File: src/rtl/clic_arb_seq.sv
// Sequential wired-OR interrupt arbiter: pending/enable/threshold filtering, bit-serial
// priority-then-index resolution, and a valid/ready presentation of the winner.

module clic_arb_seq_chk #(
  parameter int N = 8
) (
  input logic         clk,
  input logic         rst_n,
  input logic         in_present,
  input logic         in_idle,
  input logic [N-1:0] contender
);

  a_single_winner: assert property (@(posedge clk) disable iff (!rst_n)
    in_present |-> $onehot(contender));

  a_nonempty_round: assert property (@(posedge clk) disable iff (!rst_n)
    !in_idle |-> (contender != '0));

endmodule

module clic_arb_seq #(
  parameter int NR_INDEX_BITS = 3,
  parameter int NR_PRIO_BITS  = 3
) (
  input  logic                                      clk,
  input  logic                                      rst_n,
  input  logic [(2**NR_INDEX_BITS)-1:0]              irq_set,
  input  logic [(2**NR_INDEX_BITS)-1:0]              irq_en,
  input  logic [(2**NR_INDEX_BITS)*NR_PRIO_BITS-1:0] prio,
  input  logic [NR_PRIO_BITS-1:0]                    threshold,
  output logic                                      irq_valid,
  output logic [NR_INDEX_BITS-1:0]                   irq_index,
  output logic [NR_PRIO_BITS-1:0]                    irq_prio,
  input  logic                                      irq_ready,
  output logic                                      busy,
  output logic [(2**NR_INDEX_BITS)-1:0]              pending
);

  localparam int N    = 2**NR_INDEX_BITS;
  localparam int P    = NR_PRIO_BITS;
  localparam int I    = NR_INDEX_BITS;
  localparam int MAXB = (P > I) ? P : I;
  localparam int CW   = (MAXB > 1) ? $clog2(MAXB) : 1;

  typedef enum logic [1:0] {
    ST_IDLE    = 2'd0,
    ST_PRIO    = 2'd1,
    ST_IDX     = 2'd2,
    ST_PRESENT = 2'd3
  } state_e;

  state_e          state_q, state_d;
  logic [N-1:0]    pending_q, pending_d;
  logic [N-1:0]    contender_q, contender_d;
  logic [N*P-1:0]  snap_prio_q, snap_prio_d;
  logic [CW-1:0]   bit_q, bit_d;
  logic            irq_valid_q, irq_valid_d;
  logic [I-1:0]    irq_index_q, irq_index_d;
  logic [P-1:0]    irq_prio_q, irq_prio_d;
  logic            busy_q, busy_d;

  logic [N-1:0]    elig_s;
  logic [N-1:0]    sel_s;
  logic [N-1:0]    clr_s;
  logic [P-1:0]    pmask_s;
  logic [I-1:0]    imask_s;
  logic            or_s;

  // Eligibility of each source from live pending, enable, priority and threshold.
  always_comb begin
    elig_s = '0;
    for (int i = 0; i < N; i++) begin
      elig_s[i] = pending_q[i] & irq_en[i] & (prio[i*P +: P] > threshold);
    end
  end

  // Wired-OR bus for the bit under arbitration: snapshot priority bit or index bit.
  always_comb begin
    pmask_s = NR_PRIO_BITS'(1) << bit_q;
    imask_s = NR_INDEX_BITS'(1) << bit_q;
    sel_s   = '0;
    for (int i = 0; i < N; i++) begin
      if (state_q == ST_PRIO) begin
        sel_s[i] = |(snap_prio_q[i*P +: P] & pmask_s);
      end else begin
        sel_s[i] = |(NR_INDEX_BITS'(i) & imask_s);
      end
    end
    or_s = |(contender_q & sel_s);
  end

  // Pending update; a same-cycle set overrides the acceptance clear.
  always_comb begin
    clr_s = '0;
    if ((state_q == ST_PRESENT) && irq_ready) begin
      clr_s[irq_index_q] = 1'b1;
    end else begin
      clr_s = '0;
    end
    pending_d = (pending_q & ~clr_s) | irq_set;
  end

  // Arbitration FSM next-state and datapath.
  always_comb begin
    state_d     = state_q;
    contender_d = contender_q;
    snap_prio_d = snap_prio_q;
    bit_d       = bit_q;
    irq_valid_d = irq_valid_q;
    irq_index_d = irq_index_q;
    irq_prio_d  = irq_prio_q;
    case (state_q)
      ST_IDLE: begin
        if (|elig_s) begin
          state_d     = ST_PRIO;
          contender_d = elig_s;
          snap_prio_d = prio;
          bit_d       = CW'(P - 1);
          irq_index_d = '0;
          irq_prio_d  = '0;
        end else begin
          state_d = ST_IDLE;
        end
      end
      ST_PRIO: begin
        // The winner's priority is exactly the sequence of wired-OR levels seen.
        if (or_s) begin
          contender_d = contender_q & sel_s;
          irq_prio_d  = irq_prio_q | pmask_s;
        end else begin
          contender_d = contender_q;
        end
        if (bit_q == CW'(0)) begin
          state_d = ST_IDX;
          bit_d   = CW'(I - 1);
        end else begin
          bit_d = bit_q - CW'(1);
        end
      end
      ST_IDX: begin
        if (or_s) begin
          contender_d = contender_q & sel_s;
          irq_index_d = irq_index_q | imask_s;
        end else begin
          contender_d = contender_q;
        end
        if (bit_q == CW'(0)) begin
          state_d     = ST_PRESENT;
          irq_valid_d = 1'b1;
        end else begin
          bit_d = bit_q - CW'(1);
        end
      end
      ST_PRESENT: begin
        if (irq_ready) begin
          state_d     = ST_IDLE;
          irq_valid_d = 1'b0;
        end else begin
          state_d = ST_PRESENT;
        end
      end
      default: begin
        state_d     = ST_IDLE;
        irq_valid_d = 1'b0;
      end
    endcase
    busy_d = (state_d != ST_IDLE);
  end

  // State and output registers.
  always_ff @(posedge clk or negedge rst_n) begin
    if (!rst_n) begin
      state_q     <= ST_IDLE;
      pending_q   <= '0;
      contender_q <= '0;
      snap_prio_q <= '0;
      bit_q       <= '0;
      irq_valid_q <= 1'b0;
      irq_index_q <= '0;
      irq_prio_q  <= '0;
      busy_q      <= 1'b0;
    end else begin
      state_q     <= state_d;
      pending_q   <= pending_d;
      contender_q <= contender_d;
      snap_prio_q <= snap_prio_d;
      bit_q       <= bit_d;
      irq_valid_q <= irq_valid_d;
      irq_index_q <= irq_index_d;
      irq_prio_q  <= irq_prio_d;
      busy_q      <= busy_d;
    end
  end

  assign irq_valid = irq_valid_q;
  assign irq_index = irq_index_q;
  assign irq_prio  = irq_prio_q;
  assign busy      = busy_q;
  assign pending   = pending_q;

  clic_arb_seq_chk #(.N(N)) u_chk (
    .clk        (clk),
    .rst_n      (rst_n),
    .in_present (state_q == ST_PRESENT),
    .in_idle    (state_q == ST_IDLE),
    .contender  (contender_q)
  );

endmodule

File: config.mk
export PLATFORM = sky130hd
export DESIGN_NAME = clic_arb_seq
export DESIGN_NICKNAME = d
export VERILOG_FILES = /design/src/rtl/clic_arb_seq.sv
export SDC_FILE = /design/constraint.sdc
export NUM_CORES = 1
export LEC_CHECK = 0
export BUFFER_PORTS_ARGS = -buffer_cell sky130_fd_sc_hd__buf_2
export CORE_MARGIN = 3
export CORE_UTILIZATION = 40
export CTS_CLUSTER_DIAMETER = 60
export CTS_CLUSTER_SIZE = 14
export DETAILED_ROUTE_END_ITERATION = 8
export PLACE_DENSITY = 0.62
export SETUP_SLACK_MARGIN = 0.15
export SYNTH_ARGS = -nofsm -noshare
export SYNTH_HDL_FRONTEND = slang
export SYNTH_SLANG_ARGS = --single-unit
File: constraint.sdc
create_clock -name clk -period 3.01 [get_ports clk]
set_input_delay 0.301 -clock clk [delete_from_list [all_inputs] [get_ports clk]]
set_output_delay 0.301 -clock clk [all_outputs]
set_load 0.02 [all_outputs]
* Word level (Yosys, flattened, before mapping)
Index checks and enable logic that the tools add are counted.
** Word-level totals
- Logic and storage cells :: 123
- Bits in latches :: 0
- RAM bits :: 0
- Memories :: 0
- Flip-flop bits (word level) :: 52
- Input bits :: 46
- Output and inout bits :: 16
- ROM bits :: 0
** Cells by class
- Multiplexer cells :: 31
- Div/mod/pow operators :: 0
- Reduce and logical (&&, ||, !) cells :: 31
- Multiply operators :: 0
- Equal/unequal tests :: 10
- Bitwise operators :: 30
- Shifts and indexed selects :: 1
- Add/subtract/negate cells :: 1
- Order comparisons :: 10
** Operators with widths (number)
- OR reduction 3 bit :: 9
- AND 3 bit :: 8
- > comparator 3 bit :: 8
- 2-to-1 mux 8 bit :: 3
- AND 1 bit :: 16
- AND 8 bit :: 2
- one-hot mux 8 bit (2 select lines) :: 1
- OR reduction 8 bit :: 2
- AND reduction 3 bit :: 5
- 2-to-1 mux 1 bit :: 12
- 2-to-1 mux 2 bit :: 6
- inequality test 2 bit (second input constant) :: 6
- one-hot mux 3 bit (2 select lines) :: 2
- nonzero test 2 bit :: 5
- 2-to-1 mux 3 bit :: 3
- NOT 8 bit :: 1
- bitwise OR 8 bit :: 1
- one-hot mux 2 bit (4 select lines) :: 1
- OR reduction 2 bit :: 4
- bitwise OR 3 bit :: 2
- one-hot mux 2 bit (3 select lines) :: 1
- equality test 2 bit (second input constant) :: 2
- zero test 2 bit :: 2
- less-than comparator 3 x 4 -> 1 bit (second input constant) :: 1
- other kinds (10) :: 11

* Longest topological paths before layout
Gate-level depths: netlist of the first run.
- Word-level depth :: 8
- Gate-level depth with buffers :: 11

* Worst setup path before layout of the first run
OpenSTA, ideal clock, no wires.
- Kind :: input to register
- Start point :: input threshold[1]
- End point :: register snap_prio_q[10]
- Arrival :: 2.277 ns
- Slack :: 0.608 ns
- Stages on the path :: 11
- Path buffers :: 3
- Data required time :: 2.885 ns
- Path through :: inv_1 > ha_1 > nor2b_1 > o311a_1 > a22oi_1 > and4_1 > buf_6 > nand2b_4 > buf_8 > buf_12 > mux2_4
** On the way
- Cells in the longest elaborated chain, start to end :: 4
** RTL lines
- start: declaration :: line 31 : input logic [NR_PRIO_BITS-1:0] threshold,
- > comparator 3 bit :: line 74 : elig_s[i] = pending_q[i] & irq_en[i] & (prio[i*P +: P] > threshold);
- AND 1 bit :: line 74
- OR reduction 8 bit (*) :: line 115 : if (|elig_s) begin
- AND reduction 2 bit (no source line) (*)
- end signal: assignment :: line 187 : snap_prio_q <= snap_prio_d;
- end: declaration :: line 56 : logic [N*P-1:0] snap_prio_q, snap_prio_d;
Mark *: on every way between the ends. The rest lies on a longest branch, timed or not.
A chain may end at the register's enable or synchronous reset.

* Worst setup path in the final report of the first run
- Start point :: register bit_q[0]
- End point :: register contender_q[0]
** On the way
- Cells in the longest elaborated chain, start to end :: 8
** RTL lines
- start: declaration :: line 57 : logic [CW-1:0] bit_q, bit_d;
- start signal: assignment :: line 188 : bit_q <= bit_d;
- << shifter 1 x 2 -> 3 bit (*) :: line 80, 81
- AND 3 bit :: line 85 : sel_s[i] = |(snap_prio_q[i*P +: P] & pmask_s);
- OR reduction 3 bit :: line 85
- 2-to-1 mux 1 bit :: line 84 : if (state_q == ST_PRIO) begin
- AND 8 bit (*) :: line 90, 129, 143
- OR reduction 8 bit :: line 90 : or_s = |(contender_q & sel_s);
- inequality test 2 x 1 -> 1 bit (no source line)
- AND reduction 3 bit (no source line)
- end signal: assignment :: line 186 : contender_q <= contender_d;
- end: declaration :: line 55 : logic [N-1:0] contender_q, contender_d;
Mark *: on every way between the ends. The rest lies on a longest branch, timed or not. The select of a mux whose other input is x is not followed.

==> impl_results.md, run 1 <==
- RSZ-0062 raised after global routing: false
- Adder-cell share of the synthesized area: 12.39%
- Area Overhead vs Synth: 13.26%
- Die area: around 9700 um2
- Layout cell share with drive strength beyond 1: a little over a quarter
- Reg clk slew, reported paths: about 0.090 ns
- Fill cells: about 780
- Seq cells post-synth: between 50 and 60
- Logic pwr share: approximately 53%
- Hold Fails Final Rpt: 0
- CP startpoint kind: flip-flop
- Final WL: just over 9000 um
- Clock tree sinks: 52
- # H-tree levels: 2
- Clock network fraction of design power: between 10% and 20%
- Pint: approximately 2100 uW
- Number of routed nets with antenna violations: 0
- Initial DRT Pass Iterations: 5
- Crit path kind: flip-flop to flip-flop
- Slew Limit Fails: 0
- Final nets: about 450
- Pwr/cell area: about 890 nW/um2
- Die Ht: roughly 100 um
- P_sw: about 1400 uW
- First DRT Iteration DRCs: around 170
- Synth Flop Type: dfrtp_1
- CTS tree: built
- Post-detail-place hpwl: roughly 6800 um
- Clk buf depth: 2
- DRC Markers: 0
- Status: finished clean
- Placed Cells: roughly 470
- Largest family of logic cells by synthesized area: compound AO/OA/AOI/OAI gates
- Largest net degree at the start of global routing: 28
- CTS Buf Count: 5
- Cells after synthesis: about 320
- I/O pin count: 62
- Switch share: 40.36%
- Asr flop ratio synth: 100.0%
- CTS Hold Bufs: 0
- Setup Skew: 0.002836 ns
- First-pass GRT wire length: 14590 um
- Syn Nets: between 300 and 400
- Static leakage power: around 0.0019 uW
- Rows: 33
- Endpoint type of the worst setup path: flip-flop
- Post-CTS sizing: 0
- Final Setup Violations: 0
- Relative slew slack: roughly 56%
- Via Count: ~2800
- Syn avg cell area: 10.80 um2
- Vias per cell: 5.798
- Final setup TNS: 0 ns
- Worst Hold Class: input pin to asynchronous set/reset pin
- Sequential power share: about a third
- Register Area: 1301 um2
- Post-CTS setup buffer count: 0
- Die width: ~99 um
- Worst EP arrival: between 2 and 3 ns
- Root Driver: clkbuf_8
- GR Util All Layers: around a fifth
- Max Freq: ~380 MHz
- Sequential area share after synthesis: between 30% and 40%
- Initial antenna violation count: 0
- Netlist Area Pre-Place: roughly 3400 um2
- # diodes: 0
- CP required: approximately 3.2 ns
- Post-synthesis mux area share: between 10 and 15%
- Distinct cells, synth: 49
- Compound-Gate Fraction of Synth Area: 20.95%
- Initial core utilization: between 40 and 50%
- Minimum clock period: 2.640 ns
- Simple-Gate Fraction of Synth Area: 10.82%
- Number of global-route vias before repair: approximately 2800
- WL/cell: 18.86 um
- Gpl congestion: roughly 0.8
- Clk_lat worst skew: between 0.3 and 0.4 ns
- Core area: 8258 um2
- Post-synth EDFFs: 0
- Max-cap violations: 0
- Worst slew pin tran: between 0.6 and 0.7 ns
- Port-buffer cells: 61
- Tcrit/Tclk final: between 80% and 90%
- Worst VDD drop: between 0.2 and 0.3 mV
- Global-route congestion overflow total: 0
- Synthesis Warnings: 0
- Xor/xnor share of the synthesized area: 0%
- Multi-input combinational cell area: 1932 um2
- Post-Layout Cell Count: between 400 and 500
- Worst Path Max Fanout: 10
-- power by group through the flow --
stage                     clock network, uW  registers [uW]  logic [uW]
final                                   484            1130        1850
after floorplan                           0            1130        1480
after CTS                               505            1130        1860
after detailed placement                  0            1150        1850
after global routing                    528            1170        2040
after global placement                    0            1140        1800
-- critical path, cell delays in order (launching register included) --
cell and delay (ns):
dfrtp_1 0.45, inv_1 0.13, ha_1 0.47, a22oi_1 0.18, a311o_1 0.38, o2111ai_1 0.15
nor2_1 0.09, a221o_1 0.37, a211o_1 0.31
-- cell usage after synthesis (6+ instances only) --
cell / instances / area share (%)
ha_1: 34 / 12
mux2i_1: 7 / 2.0
nor2_1: 11 / 1.2
a31oi_1: 15 / 2.7
inv_1: 18 / 2.0
mux2_4: 20 / 8.7
nor2b_1: 12 / 2.2
o311a_1: 8 / 2.3
buf_2: 6 / 0.87
a211o_1: 6 / 1.5
o21ai_0: 16 / 2.3
nand2_1: 6 / 0.66
a22oi_1: 9 / 2.0
and3_1: 6 / 1.1
nand2b_1: 14 / 2.5
a21oi_1: 13 / 1.9
dfrtp_1: 52 / 38
-- metal layers --
layer	up-vias	GRT usage, %	wire [um]
li1	1307	-	-
met1	1396	25.65	4046
met2	71	30.58	4483
met3	9	3.609	434
met4	0	5.042	87
met5	-	0	0
-- final timing paths --
path                                      from             end  slack, ns  depth (start not counted)
worst max-delay path                  bit_q[0]  contender_q[0]       0.37                          8
worst min-delay path                     rst_n            busy      0.009                          1
worst max register to register        bit_q[0]  contender_q[0]       0.37                          8
worst min register to register  contender_q[0]  contender_q[0]       0.50                          1
max in group asynchronous                rst_n  contender_q[3]       2.21                          2
min in group clk                    irq_set[6]      pending[6]       0.17                          2
-- kinds of logic after synthesis --
group / after synthesis
compound gates: 100
simple gates: 65
flops: 52
buf+inv: 36
fa+ha+maj: 34
mux: 31
-- cells in the final DEF (no fill, tap or decap), types with 5 or more instances in the layout --
master	netlist	layout
buf_2	6	61
dfrtp_1	52	52
ha_1	34	34
mux2_4	20	20
inv_1	18	18
o21ai_0	16	16
a31oi_1	15	15
nand2b_1	14	14
a21oi_1	13	13
nor2b_1	12	12
nor2_1	11	11
a22oi_1	9	9
o311a_1	8	8
mux2i_1	7	7
nand2_1	6	6
and3_1	6	6
a211o_1	6	6
buf_4	2	6
clkbuf_8	0	5
-- final cells by class --
class,count,area share [%]
repair buffers,67,9.006
flip-flops and latches,52,33.45
inverters,18,1.737
well taps,105,3.377
clock inverters,2,0.9006
clock buffers,6,1.866
multi-input cells,230,49.66
-- state kept, by name (all words and copies together) (netlist names) --
signal,cells
pending,8
snap_prio_q,24
bit_q,2
irq_valid,1
irq_index,3
contender_q,8
state_q,2
busy,1
irq_prio,3
-- per-stage QoR --
| stage | utilization, % | worst slack (ns) | hold slack, ns | area (um2) | total power, uW |
|---|---|---|---|---|---|
| after floorplan | - | 0.6082 | 0.005409 | 3435 | 2609 |
| after global placement | 45.80 | 0.2603 | 0.3768 | 3782 | 2940 |
| after detailed placement | 45.80 | 0.2111 | 0.3714 | 3782 | 2996 |
| after global routing | 47.11 | 0.1638 | 0.05198 | 3890 | 3733 |
| final | 47.11 | 0.3703 | 0.009122 | 3890 | 3473 |
| after CTS | 47.11 | 0.3635 | 0.02936 | 3890 | 3497 |
Note: power is estimated with default switching activity, not from simulation.
==> run 2, diff against run 1 <==
--- a/config.mk
+++ b/config.mk
@@ -11,6 +11,7 @@
 export CTS_CLUSTER_DIAMETER = 60
 export CTS_CLUSTER_SIZE = 14
 export DETAILED_ROUTE_END_ITERATION = 8
+export HOLD_SLACK_MARGIN = 0.06
 export PLACE_DENSITY = 0.62
 export SETUP_SLACK_MARGIN = 0.15
 export SYNTH_ARGS = -nofsm -noshare
==> run 2 against run 1 <==
Non-clock buffer count is 1 higher. Sequential share of layout area is 0.086 points lower. Sequential power hardly changed.
==> impl_results.md, run 2 (synthesized netlist as in run 1, its figures left out) <==
- Status: finished clean (unchanged)
- Final setup TNS: 0 ns (unchanged)
- Pwr/cell area: 891.2 nW/um2 (was 892.7 nW/um2)
- Worst EP arrival: 2.85 ns (was 2.84 ns)
- Gpl congestion: 0.8121 (unchanged)
- Die width: 98.66 um (unchanged)
- Largest net degree at the start of global routing: 28 (unchanged)
- CTS tree: built (unchanged)
- Minimum clock period: 2.652 ns (was 2.640 ns)
- Tcrit/Tclk final: 88.09% (was 87.70%)
- # diodes: 0 (unchanged)
- Post-CTS setup buffer count: 0 (unchanged)
- Number of global-route vias before repair: 2783 (unchanged)
- Post-detail-place hpwl: 6760 um (unchanged)
- Reg clk slew, reported paths: 0.09 ns (about the same)
- RSZ-0062 raised after global routing: false (unchanged)
- Worst VDD drop: 0.2991 mV (was 0.2995 mV)
- Static leakage power: 0.001903 uW (was 0.001899 uW)
- Crit path kind: flip-flop to flip-flop (unchanged)
- WL/cell: 18.81 um (was 18.86 um)
- CTS Buf Count: 5 (unchanged)
- Via Count: 2781 (was 2783)
- Layout cell share with drive strength beyond 1: 26.86% (was 26.93%)
- Slew Limit Fails: 0 (unchanged)
- Commonest non-fill, non-tap cell in the layout: buf_2 (unchanged)
- Vias per cell: 5.782 (was 5.798)
- Die Ht: 98.66 um (unchanged)
- Fin area: 3900 um2 (was 3890 um2)
- Max Freq: 377.1 MHz (was 378.8 MHz)
- Final nets: 455 (was 454)
- Reg-to-reg startpoint: bit_q[0] (unchanged)
- HP Start: irq_set[6]
- Slowest stage cell, crit path: ha_1 (unchanged)
- Max reg flops: 24 (unchanged)
- CP max stage delay: 0.47 ns (about the same)
- CTS Hold Bufs: 1 (was 0)
- Area Overhead vs Synth: 13.55% (was 13.26%)
- Endpoint type of the worst setup path: flip-flop (unchanged)
- CP startpoint kind: flip-flop (unchanged)
- Initial core utilization: 41.59% (unchanged)
- I/O pin count: 62 (unchanged)
- Post-CTS sizing: 0 (unchanged)
- DP Area: 3782 um2 (unchanged)
- Relative slew slack: 55.83% (was 56.22%)
- Core area: 8258 um2 (unchanged)
- CP required: 3.21 ns (about the same)
- First DRT Iteration DRCs: 165 (unchanged)
- CP cell instances: inv_1, ha_1, a22oi_1, a311o_1, o2111ai_1, nor2_1, a221o_1, a211o_1 (unchanged)
- Worst Hold Class: input pin to flip-flop (was input pin to asynchronous set/reset pin)
- Final Setup Violations: 0 (unchanged)
- Worst Path Max Fanout: 10 (unchanged)
- Rows: 33 (unchanged)
- Setup Skew: 0.002921 ns (was 0.002836 ns)
- Port-buffer cells: 61 (unchanged)
- Clock tree sinks: 52 (unchanged)
- GR Util All Layers: 18.77% (unchanged)
- Die area: 9734 um2 (unchanged)
- Initial DRT Pass Iterations: 5 (unchanged)
- Initial antenna violation count: 0 (unchanged)
- Hold Fails Final Rpt: 0 (unchanged)
- Max-cap violations: 0 (unchanged)
- Clk buf depth: 2 (unchanged)
- # H-tree levels: 2 (unchanged)
- First-pass GRT wire length: 14590 um (unchanged)
- Global-route congestion overflow total: 0 (unchanged)
- Root Driver: clkbuf_8 (unchanged)
- Biggest register: snap_prio_q (unchanged)
- Most frequent cells in the layout: 61 x buf_2, 52 x dfrtp_1, 34 x ha_1, 20 x mux2_4, 18 x inv_1 (unchanged)
- Clk_lat worst skew: 0.31 ns (about the same)
- Worst Setup SP: bit_q[0] (unchanged)
- DRC Markers: 0 (unchanged)
- Number of routed nets with antenna violations: 0 (unchanged)
- Worst slew pin tran: 0.6626 ns (was 0.6568 ns)
- Final WL: 9049 um (was 9051 um)
==> run 2: cell types whose count changed in the layout (fill, tap and decap cells not counted), sizes merged <==
cell,change
dlygate4sd3,+1
==> run 2: area by class of cell <==
| type | instances | area, um2 |
|---|---|---|
| Clock buffer | 6 | 72.57 |
| Inverter | 18 | 67.56 |
| Fill cell | 784 | 4358 |
| Sequential cell | 52 | 1301 |
| Timing Repair Buffer | 68 | 360.3 |
| Tap cell | 105 | 131.4 |
| Multi-Input combinational cell | 230 | 1932 |
| Clock inverter | 2 | 35.03 |
==> run 2: stage by stage <==
stage	std cells	setup WS [ns]	total power [uW]	util (%)	hold slack [ns]
after detailed placement	472	0.2111	2996	45.80	0.3714
final	481	0.3584	3476	47.23	0.1713
after floorplan	318	0.6082	2609	-	0.005409
after CTS	481	0.3635	3498	47.23	0.1581
after global routing	481	0.1638	3734	47.23	0.1624
after global placement	472	0.2603	2940	45.80	0.3768
==> run 2: per-layer routing <==
layer	wire (um)	part of all wire, %	vias to the layer above	GRT usage [%]
li1	-	-	1310	-
met1	4046	45	1388	25.65
met2	4471	49	74	30.58
met3	443	4.9	9	3.609
met4	87	0.96	0	5.042
met5	0	0	-	0
==> run 2: path summary, 6_finish.rpt <==
check	endpoint	slack, ns	cells past startpoint
min in group asynchronous	busy	0.55	2
max reg2reg	contender_q[0]	0.36	8
min	pending[6]	0.17	2
max	contender_q[0]	0.36	8
max in group asynchronous	contender_q[3]	1.67	3
min reg2reg	contender_q[0]	0.50	1
==> run 2: power by group <==
| group | internal, uW | switching [uW] |
|---|---|---|
| combinational | 867 | 989 |
| sequential | 958 | 178 |
| clock | 247 | 237 |
==> run 2: critical path: cells and delay by family, from the launching register on <==
family	cells	cell delay, ns
compound gates	5	1.39
fa+ha+maj	1	0.47
buf+inv	1	0.14
flops	1	0.45
simple gates	1	0.09
